`config.mk`:
```
export PLATFORM = sky130hd
export DESIGN_NAME = phy_rx_serial_paralelo
export DESIGN_NICKNAME = d
export VERILOG_FILES = /design/src/rtl/phy_rx_serial_paralelo.sv
export SDC_FILE = /design/constraint.sdc
export NUM_CORES = 1
export LEC_CHECK = 0
export ABC_AREA = 1
export ABC_CLOCK_PERIOD_IN_PS = 1740
export CELL_PAD_IN_SITES_DETAIL_PLACEMENT = 1
export CELL_PAD_IN_SITES_GLOBAL_PLACEMENT = 1
export CORE_ASPECT_RATIO = 1.5
export CORE_UTILIZATION = 41
export CTS_BUF_LIST = sky130_fd_sc_hd__clkbuf_16
export CTS_CLUSTER_SIZE = 10
export DETAILED_ROUTE_END_ITERATION = 8
export GPL_ROUTABILITY_DRIVEN = 0
export PLACE_DENSITY_LB_ADDON = 0.1
export REMOVE_ABC_BUFFERS = 1
export SYNTH_ARGS = -nofsm -noshare
export SYNTH_HDL_FRONTEND = slang
export SYNTH_SLANG_ARGS = --single-unit
```
`constraint.sdc`:
```
create_clock -name clk_8f -period 1.74 [get_ports clk_8f]
set_input_delay 0.435 -clock clk_8f [delete_from_list [all_inputs] [get_ports clk_8f]]
set_output_delay 0.435 -clock clk_8f [all_outputs]
set_load 0.1 [all_outputs]
```
`src/rtl/phy_rx_serial_paralelo.sv`:
```
// Receive-side lane deserializer: bit-granular comma hunt, comma-run sync,
// then byte delivery with a per-boundary strobe once the lane is active.
module phy_rx_serial_paralelo #(
    parameter logic [7:0] COMMA       = 8'hBC,
    parameter int         COMMA_COUNT = 4
) (
    input  logic       clk_8f,
    input  logic       reset,
    input  logic       serial_in,
    output logic [7:0] data_out,
    output logic       valid_out,
    output logic       byte_strobe,
    output logic       active_out
);

    localparam logic [2:0] CNT_LOCK = 3'(COMMA_COUNT);

    typedef enum logic [1:0] {
        HUNT   = 2'd0,
        SYNC   = 2'd1,
        ACTIVE = 2'd2
    } state_t;

    state_t     state_q, state_d;
    logic [7:0] shift_q;
    logic [2:0] bit_cnt_q, bit_cnt_d;
    logic [2:0] comma_cnt_q, comma_cnt_d;
    logic [7:0] data_q, data_d;
    logic       valid_q, valid_d;
    logic       strobe_q, strobe_d;
    logic       active_q, active_d;

    logic [7:0] cand;
    logic       boundary;
    logic       is_comma;

    assign cand     = {shift_q[6:0], serial_in};
    assign boundary = (bit_cnt_q == 3'd7);
    assign is_comma = (cand == COMMA);

    always_ff @(posedge clk_8f or negedge reset) begin
        if (!reset) begin
            state_q     <= HUNT;
            shift_q     <= 8'h00;
            bit_cnt_q   <= 3'd0;
            comma_cnt_q <= 3'd0;
            data_q      <= 8'h00;
            valid_q     <= 1'b0;
            strobe_q    <= 1'b0;
            active_q    <= 1'b0;
        end else begin
            state_q     <= state_d;
            shift_q     <= cand;
            bit_cnt_q   <= bit_cnt_d;
            comma_cnt_q <= comma_cnt_d;
            data_q      <= data_d;
            valid_q     <= valid_d;
            strobe_q    <= strobe_d;
            active_q    <= active_d;
        end
    end

    always_comb begin
        state_d     = state_q;
        bit_cnt_d   = bit_cnt_q + 3'd1;
        comma_cnt_d = comma_cnt_q;
        data_d      = data_q;
        valid_d     = valid_q;
        strobe_d    = 1'b0;
        unique case (state_q)
            HUNT: begin
                // Any bit position may start a comma; a hit realigns the byte counter.
                if (is_comma) begin
                    bit_cnt_d   = 3'd0;
                    comma_cnt_d = 3'd1;
                    state_d     = (CNT_LOCK == 3'd1) ? ACTIVE : SYNC;
                end
            end
            SYNC: begin
                if (boundary) begin
                    if (is_comma) begin
                        comma_cnt_d = comma_cnt_q + 3'd1;
                        if (comma_cnt_d == CNT_LOCK) state_d = ACTIVE;
                    end else begin
                        comma_cnt_d = 3'd0;
                        state_d     = HUNT;
                    end
                end
            end
            ACTIVE: begin
                if (boundary) begin
                    strobe_d = 1'b1;
                    if (is_comma) begin
                        valid_d = 1'b0;
                    end else begin
                        data_d  = cand;
                        valid_d = 1'b1;
                    end
                end
            end
            default: state_d = HUNT;
        endcase
        active_d = (state_d == ACTIVE);
    end

    assign data_out    = data_q;
    assign valid_out   = valid_q;
    assign byte_strobe = strobe_q;
    assign active_out  = active_q;

endmodule

```
# Word level (Yosys, flattened, before mapping)
# Cells that the tools add are included.
dict set report totals {
  regBits 26
  latch_bits 0
  ramBits 0
  romBits 0
  in_bits 3
  output_inout_bits 11
  wordCells 38
  mem_count 0
}
dict set report classes {
  add_sub_neg 2
  mul 0
  div 0
  n_lt_le_gt_ge 0
  n_eq_ne 8
  n_shift 0
  mux 14
  bitwise_logic 1
  reduce_logical 5
}
# operator count
set ops {}
lappend ops {{2-to-1 mux 3 bit} 5}
lappend ops {{== test 8 bit, second input constant} 1}
lappend ops {{2-to-1 mux 2 bit} 4}
lappend ops {{adder 3 x 1 -> 3 bit, second input constant} 2}
lappend ops {{== test 3 bit, second input constant} 2}
lappend ops {{one-hot mux 2 bit (3 select lines)} 1}
lappend ops {{one-hot mux 3 bit (2 select lines)} 1}
lappend ops {{AND reduction 3 bit} 2}
lappend ops {{== test 2 bit, second input constant} 2}
lappend ops {{!= test 2 bit, second input constant} 2}
lappend ops {{2-to-1 mux 1 bit} 3}
lappend ops {{== test 2 x 1 -> 1 bit, second input constant} 1}
lappend ops {{zero test 2 bit} 1}
lappend ops {{AND reduction 2 bit} 1}
lappend ops {{nonzero test 2 bit} 1}
lappend ops {{inverter 1 bit} 1}

# Depth between registers and ports, before layout
# Gate-level depths: netlist of the first run.
dict set report depth {
  word_depth 7
  mapped_depth 8
}

# Worst setup path before layout of the first run
# No wires, ideal clock.
dict set report synth_path {
  path_type {register to register}
  start {register bit_cnt_q[0]}
  end {register data_q[6], in the netlist data_out[6]}
  setup_ns 0.074
  arrival_time_ns 1.291
  t_required_ns 1.666
  path_slack_ns 0.375
  stages_incl_launch_ff 9
  path_buffers 1
  period_less_slack_ns 1.365
  cell_sequence {dfrtp_1 -> ha_1 -> ha_1 -> inv_1 -> nor2_8 -> nand2_4 -> buf_6 -> nand2_1 -> o21ai_2}
}
dict set report synth_via {
  elab_chain_cells 2
}
# element line
set synth_rtl {}
lappend synth_rtl {{start, declared} 26} ;# logic [2:0] bit_cnt_q, bit_cnt_d;
lappend synth_rtl {{start signal, assigned} 54} ;# bit_cnt_q <= bit_cnt_d;
lappend synth_rtl {{== test 3 bit} 38} ;# assign boundary = (bit_cnt_q == 3'd7);
lappend synth_rtl {{AND reduction 3 bit (no source line)} n/a}
lappend synth_rtl {{end signal, assigned} 56} ;# data_q <= data_d;
lappend synth_rtl {{end, declared} 28} ;# logic [7:0] data_q, data_d;
# Every way passes these cells.
# A chain may end at the register's enable or synchronous reset.

# Final worst setup path of the first run
dict set report layout_path {
  start {input serial_in}
  end {register comma_cnt_q[0]}
}
dict set report layout_via {
  elab_chain_cells 4
}
# element line
set layout_rtl {}
lappend layout_rtl {{start, declared} 9} ;# input logic serial_in,
lappend layout_rtl {{== test 8 bit (*)} 39} ;# assign is_comma = (cand == COMMA);
lappend layout_rtl {{2-to-1 mux 3 bit} 81} ;# if (is_comma) begin
lappend layout_rtl {{2-to-1 mux 3 bit} 80} ;# if (boundary) begin
lappend layout_rtl {{one-hot mux 3 bit (2 select lines)} 70} ;# unique case (state_q)
lappend layout_rtl {{end signal, assigned} 55} ;# comma_cnt_q <= comma_cnt_d;
lappend layout_rtl {{end, declared} 27} ;# logic [2:0] comma_cnt_q, comma_cnt_d;
# Every way passes the cells marked *; elsewhere a longest branch is shown, timed or not. The select of a mux whose other input is x is not followed.

==> metrics.csv, run 1 <==
stage,metric,value,unit
route,vias per cell,4.76,
run_status,status,completed,
timing,final setup TNS,0,ps
floorplan,I/O pin count,14,
critical_path,"Req. time, crit path",1880,ps
timing,Final Cycle Share,0.895,
pwr,NetSw,325,µW
clock_network,# H-tree levels,1,
global_route,grt met3 use,0.0247,
route,detailed-route via count,776,
synthesis,mean post-synth cell area,10.0,µm²
pwr,pwr dens,917,nW/µm²
run,max cap viols,0,
pwr,sequential share of power,0.508,
worst_hold_path,Worst Hold Class,register to register,
placed_design,buffers added on ports,13,
global_route,GRT met1 Usage,0.227,
critical_path,Worst path max stage delay,440,ps
pwr,clock share of power,0.370,
clock_network,clock sinks,26,
timing,Peak Freq,642,MHz
route,DRT Pass-1 Iters,4,
global_route,routing usage on met2,0.347,
clock_network,TritonCTS buffer count,3,
floorplan,die area,2900,µm²
floorplan,DIE HEIGHT,65.4,µm
final_layout,fin nets,135,
timing,Clock Skew,2.03,ps
clock_network,latest clock arrival within the worst-skew pair,250,ps
synthesis,"Seq/Total Area, Yosys",0.592,
placed_design,HPWL Detailed,1.66,mm
floorplan,row cnt,22,
timing,Slew Limit Fails,0,
final_layout,Diodes inserted,0,
final_layout,Multi-input gate area,385,µm²
route,drt initial violations,12,
timing,RSZ-0062 raised after global routing,false,
critical_path,R2R Setup Slk,280,ps
pwr,maximum VDD drop,0.000696,V
global_route,initial antenna violation count,0,
timing,Final min period,1560,ps
critical_path,Worst path slowest cell,clkdlybuf4s50_1,
timing,final hold vios,0,
pwr,leakage power,0.768,nW
final_layout,synthesis-to-finish area growth,32.8,%
route,drt drc,0,
timing,slew margin rel.,0.783,
pwr,P_int,1.01,mW
synthesis,Synth cell types,16,
clock_network,CTS tree,done,
pwr,Comb power frac,0.122,
synthesis,Syn Inst Count,110,
global_route,global-route wire length before repair,4.15,mm
timing,final hold slack,395,ps
critical_path,Arrival @ worst endpoint,1700,ps
critical_path,Worst setup SP type,input port,
route,antenna violation net count after detailed routing,0,
global_route,Tot GR Track Use,0.195,
critical_path,nature of the critical path endpoint,register,
critical_path,crit path cell chain,clkdlybuf4s50_1 > inv_1 > nand2_1 > nor2_2 > nand3_1 > nand3_1 > nand2_1,
floorplan,core area,2500,µm²
floorplan,Initial Util,0.439,
clock_network,post-CTS sizing,0,
clock_network,root buffer cell,clkbuf_16,
global_route,largest net degree at the start of global routing,27,
global_route,number of global-route vias before repair,922,
clock_network,Longest Clk Path Bufs,2,
final_layout,Layout fillers,268,
final_layout,ratio of cells with drive above 1 in the final layout,0.197,
final_layout,final core occ,0.583,
floorplan,DIE WIDTH,44.3,µm
clock_network,clock-pin slew on the worst setup and hold paths,60,ps
route,drt wl/cell,13.9,µm
pwr,Tot Pwr,1.34,mW
final_layout,most frequent cells in the layout,"nand2_1, dfrtp_1, inv_1",
pwr,Sw Ratio,0.243,
clock_network,hold bufs inserted after CTS,0,
final_layout,"most common cell after layout, fill and taps aside",nand2_1,
timing,Slew @ Worst Pin,325,ps
critical_path,critical setup path kind,input port to register,
global_route,total gr overflow,0,
synthesis,mapped cell area,1100,µm²
synthesis,Synth warnings,0,
synthesis,Synth Register Bits,26,
final_layout,Sequential Area,651,µm²
timing,endpoints failing setup,0,
clock_network,"Setup Fix Bufs, Post-CTS",0,
critical_path,Crit Path Max Fanout,8,
route,Routed WL,2.27,mm
global_route,GRT busiest layer,met2,
==> kinds of logic after synthesis <==
family	Yosys count	synth area share
and+or+nand+nor	60	0.268
DFF	26	0.592
buffers and inverters	15	0.0580
AOI/OAI and AO/OA	4	0.0284
adders and majority gates	4	0.0455
xor gates and xnor gates	1	0.00797
==> Yosys cell counts <==
cell type,n,area (µm²)
nor2_4,1,11.3
nand2_4,2,22.5
inv_1,14,52.6
buf_6,1,11.3
nand2_1,35,131
dfrtp_1,26,651
nor2_8,1,20.0
nand2_2,1,6.26
o21ai_2,3,26.3
o21ai_0,1,5.00
nor2_1,3,11.3
nand3_1,11,55.1
ha_1,4,50.1
nor2_2,2,12.5
xnor2_1,1,8.76
nand4_1,4,25.0
==> sequential cells by signal (all words and copies together), names as in the netlist <==
register and cells:
data_out 8, shift_q 7, bit_cnt_q 3, comma_cnt_q 3, state_q 2, active_out 1, byte_strobe 1, valid_out 1
==> power groups by stage <==
stage / clock (mW) / sequential, mW / combinational [mW]
final: 0.496 / 0.680 / 0.163
after global routing: 0.533 / 0.685 / 0.202
after CTS: 0.507 / 0.681 / 0.172
after detailed placement: 0 / 0.692 / 0.169
after global placement: 0 / 0.687 / 0.159
after floorplan: 0 / 0.681 / 0.117
==> routing by layer <==
metal	vias to the layer above	routed length (µm)
met1	390	902
met2	9	1300
li1	375	-
met5	-	0
met3	2	38
met4	0	23
==> path summary, 6_finish.rpt <==
check,depth (start not counted),start,end
setup / recovery,7,serial_in,comma_cnt_q[0]
max in group asynchronous,2,reset,shift_q[1]
hold / removal,0,shift_q[5],shift_q[6]
setup reg to reg,7,bit_cnt_q[0],data_out[0]
min in group asynchronous,2,reset,data_out[7]
hold reg to reg,0,shift_q[5],shift_q[6]
==> metrics by stage <==
step	area, µm²	std cells	setup WS, ps
after floorplan	1090	109	407
after global placement	1380	159	-4.76
after detailed placement	1380	159	-78.9
after CTS	1460	163	143
after global routing	1460	163	35.6
final	1460	163	183
==> area by class of cell <==
class,count,share of cell area
inverters,14,0.0360
multi-input cells,69,0.264
clock buffers,3,0.0514
well taps,36,0.0308
repair buffers,14,0.170
clock inverters,1,0.00257
flip-flops and latches,26,0.446
==> worst max-delay path, delay by kind of cell <==
family | cells | cell delay (ps)
AND/OR/NAND/NOR | 5 | 720
buffers and inverters | 2 | 540
Note: power is estimated with default switching activity, not from simulation.
==> run 2, diff against run 1 <==
Settings changed: CAP_MARGIN set to 20, CORE_MARGIN set to 2.
==> run 2 against run 1 <==
- clock-buffer cell count unchanged
- flip-flop and latch count unchanged
- fmax up 4.1%
- register-to-register slack better by 40 ps
- sequential power about the same
- sequential share of layout area down 0.38 points
- first-iteration DRC count up 17%
- combinational power down 2%
- clock power up 0.8%
- critical path depth unchanged
==> metrics.csv, run 2 (synthesis gave the netlist of run 1 again) <==
stage,metric,value,unit
global_route,routing usage on met2,0.295,
critical_path,Critical Path Source,serial_in,
floorplan,I/O pin count,14,
pwr,P_int,1.01,mW
final_layout,Multi-input gate area,385,µm²
pwr,NetSw,327,µW
route,DRT Pass-1 Iters,2,
final_layout,"most common cell after layout, fill and taps aside",nand2_1,
critical_path,Crit Path Max Fanout,8,
clock_network,hold bufs inserted after CTS,0,
worst_hold_path,Hold Startpoint,shift_q[5],
critical_path,Arrival @ worst endpoint,1650,ps
global_route,total gr overflow,0,
final_layout,Sequential Area,651,µm²
pwr,Tot Pwr,1.34,mW
clock_network,Longest Clk Path Bufs,2,
placed_design,Area after DPL,1400,µm²
floorplan,die area,3120,µm²
global_route,global-route wire length before repair,3.78,mm
global_route,GRT met1 Usage,0.198,
run,max cap viols,0,
critical_path,nature of the critical path endpoint,register,
timing,RSZ-0062 raised after global routing,false,
run_status,status,completed,
global_route,number of global-route vias before repair,832,
clock_network,"Setup Fix Bufs, Post-CTS",0,
global_route,Tot GR Track Use,0.176,
floorplan,row cnt,23,
critical_path,critical setup path kind,input port to register,
floorplan,core area,2620,µm²
global_route,initial antenna violation count,0,
route,antenna violation net count after detailed routing,0,
pwr,sequential share of power,0.507,
clock_network,post-CTS sizing,0,
final_layout,most frequent cells in the layout,"nand2_1, dfrtp_1, inv_1",
final_layout,max reg flops,8,
route,drt drc,0,
clock_network,clock sinks,26,
final_layout,ratio of cells with drive above 1 in the final layout,0.211,
pwr,leakage power,0.775,nW
route,Routed WL,2.19,mm
floorplan,DIE HEIGHT,67.4,µm
worst_hold_path,Worst Hold Class,register to register,
global_route,grt met3 use,0.0348,
clock_network,root buffer cell,clkbuf_16,
final_layout,Layout fillers,293,
timing,Slew @ Worst Pin,343,ps
clock_network,TritonCTS buffer count,3,
floorplan,Initial Util,0.420,
pwr,maximum VDD drop,0.000619,V
pwr,clock share of power,0.374,
pwr,Comb power frac,0.119,
pwr,pwr dens,909,nW/µm²
clock_network,# H-tree levels,1,
timing,Slew Limit Fails,0,
clock_network,clock-pin slew on the worst setup and hold paths,60,ps
route,drt initial violations,14,
final_layout,synthesis-to-finish area growth,33.9,%
final_layout,Final Cell Area,1470,µm²
timing,final hold slack,379,ps
route,vias per cell,4.70,
pwr,Sw Ratio,0.244,
critical_path,Worst setup SP type,input port,
route,detailed-route via count,776,
critical_path,"Req. time, crit path",1890,ps
timing,slew margin rel.,0.772,
timing,Final Cycle Share,0.860,
timing,Peak Freq,668,MHz
route,drt wl/cell,13.3,µm
critical_path,reg2reg start,bit_cnt_q[0],
floorplan,DIE WIDTH,46.3,µm
placed_design,buffers added on ports,13,
global_route,GRT busiest layer,met2,
clock_network,CTS tree,done,
timing,endpoints failing setup,0,
placed_design,HPWL Detailed,1.57,mm
timing,Final min period,1500,ps
final_layout,fin nets,137,
final_layout,Diodes inserted,0,
timing,final hold vios,0,
timing,Clock Skew,1.23,ps
clock_network,latest clock arrival within the worst-skew pair,260,ps
global_route,largest net degree at the start of global routing,27,
==> run 2: changes by cell type in the layout (fill, tap and decap cells not counted), sizes merged <==
cell    change
buf         +2
clkinv      -1
==> run 2: routing by layer <==
layer	part of all wire	vias to the layer above
met4	0.028	0
li1	-	383
met5	0	-
met3	0.022	6
met2	0.54	12
met1	0.41	375
==> run 2: final timing paths <==
kind | end | slack, ps | depth (start not counted)
setup / recovery | comma_cnt_q[0] | 240 | 7
max in group asynchronous | state_q[1] | 930 | 2
setup reg to reg | data_out[1] | 320 | 7
hold / removal | shift_q[6] | 380 | 0
hold reg to reg | shift_q[6] | 380 | 0
min in group asynchronous | data_out[3] | 550 | 2
==> run 2: worst max-delay path, stage by stage <==
cell	delay, ps
clkdlybuf4s50_1	450
inv_1	90
nand2_1	70
nor2_2	140
nand3_1	260
nand3_1	150
nand2_1	60
==> run 2: layout make-up <==
class | count | area share
clock buffers | 3 | 0.0510
multi-input cells | 69 | 0.262
flip-flops and latches | 26 | 0.442
repair buffers | 16 | 0.178
inverters | 14 | 0.0357
well taps | 37 | 0.0314
==> run 2: power groups by stage <==
stage / logic (mW) / clock network (mW) / registers, mW
2_1_floorplan: 0.117 / 0 / 0.681
3_3_place_gp: 0.157 / 0 / 0.688
3_5_place_dp: 0.163 / 0 / 0.690
4_1_cts: 0.166 / 0.527 / 0.680
5_1_grt: 0.196 / 0.542 / 0.683
6_report: 0.159 / 0.500 / 0.679
==> run 2: stage by stage <==
stage	setup WS [ps]	setup TNS, ps	util	instances
2_1_floorplan	407	0	-	109
4_1_cts	233	0	0.562	165
5_1_grt	79.0	0	0.562	165
6_report	244	0	0.562	165
3_3_place_gp	31.9	0	0.534	162
3_5_place_dp	-41.5	-131	0.534	162
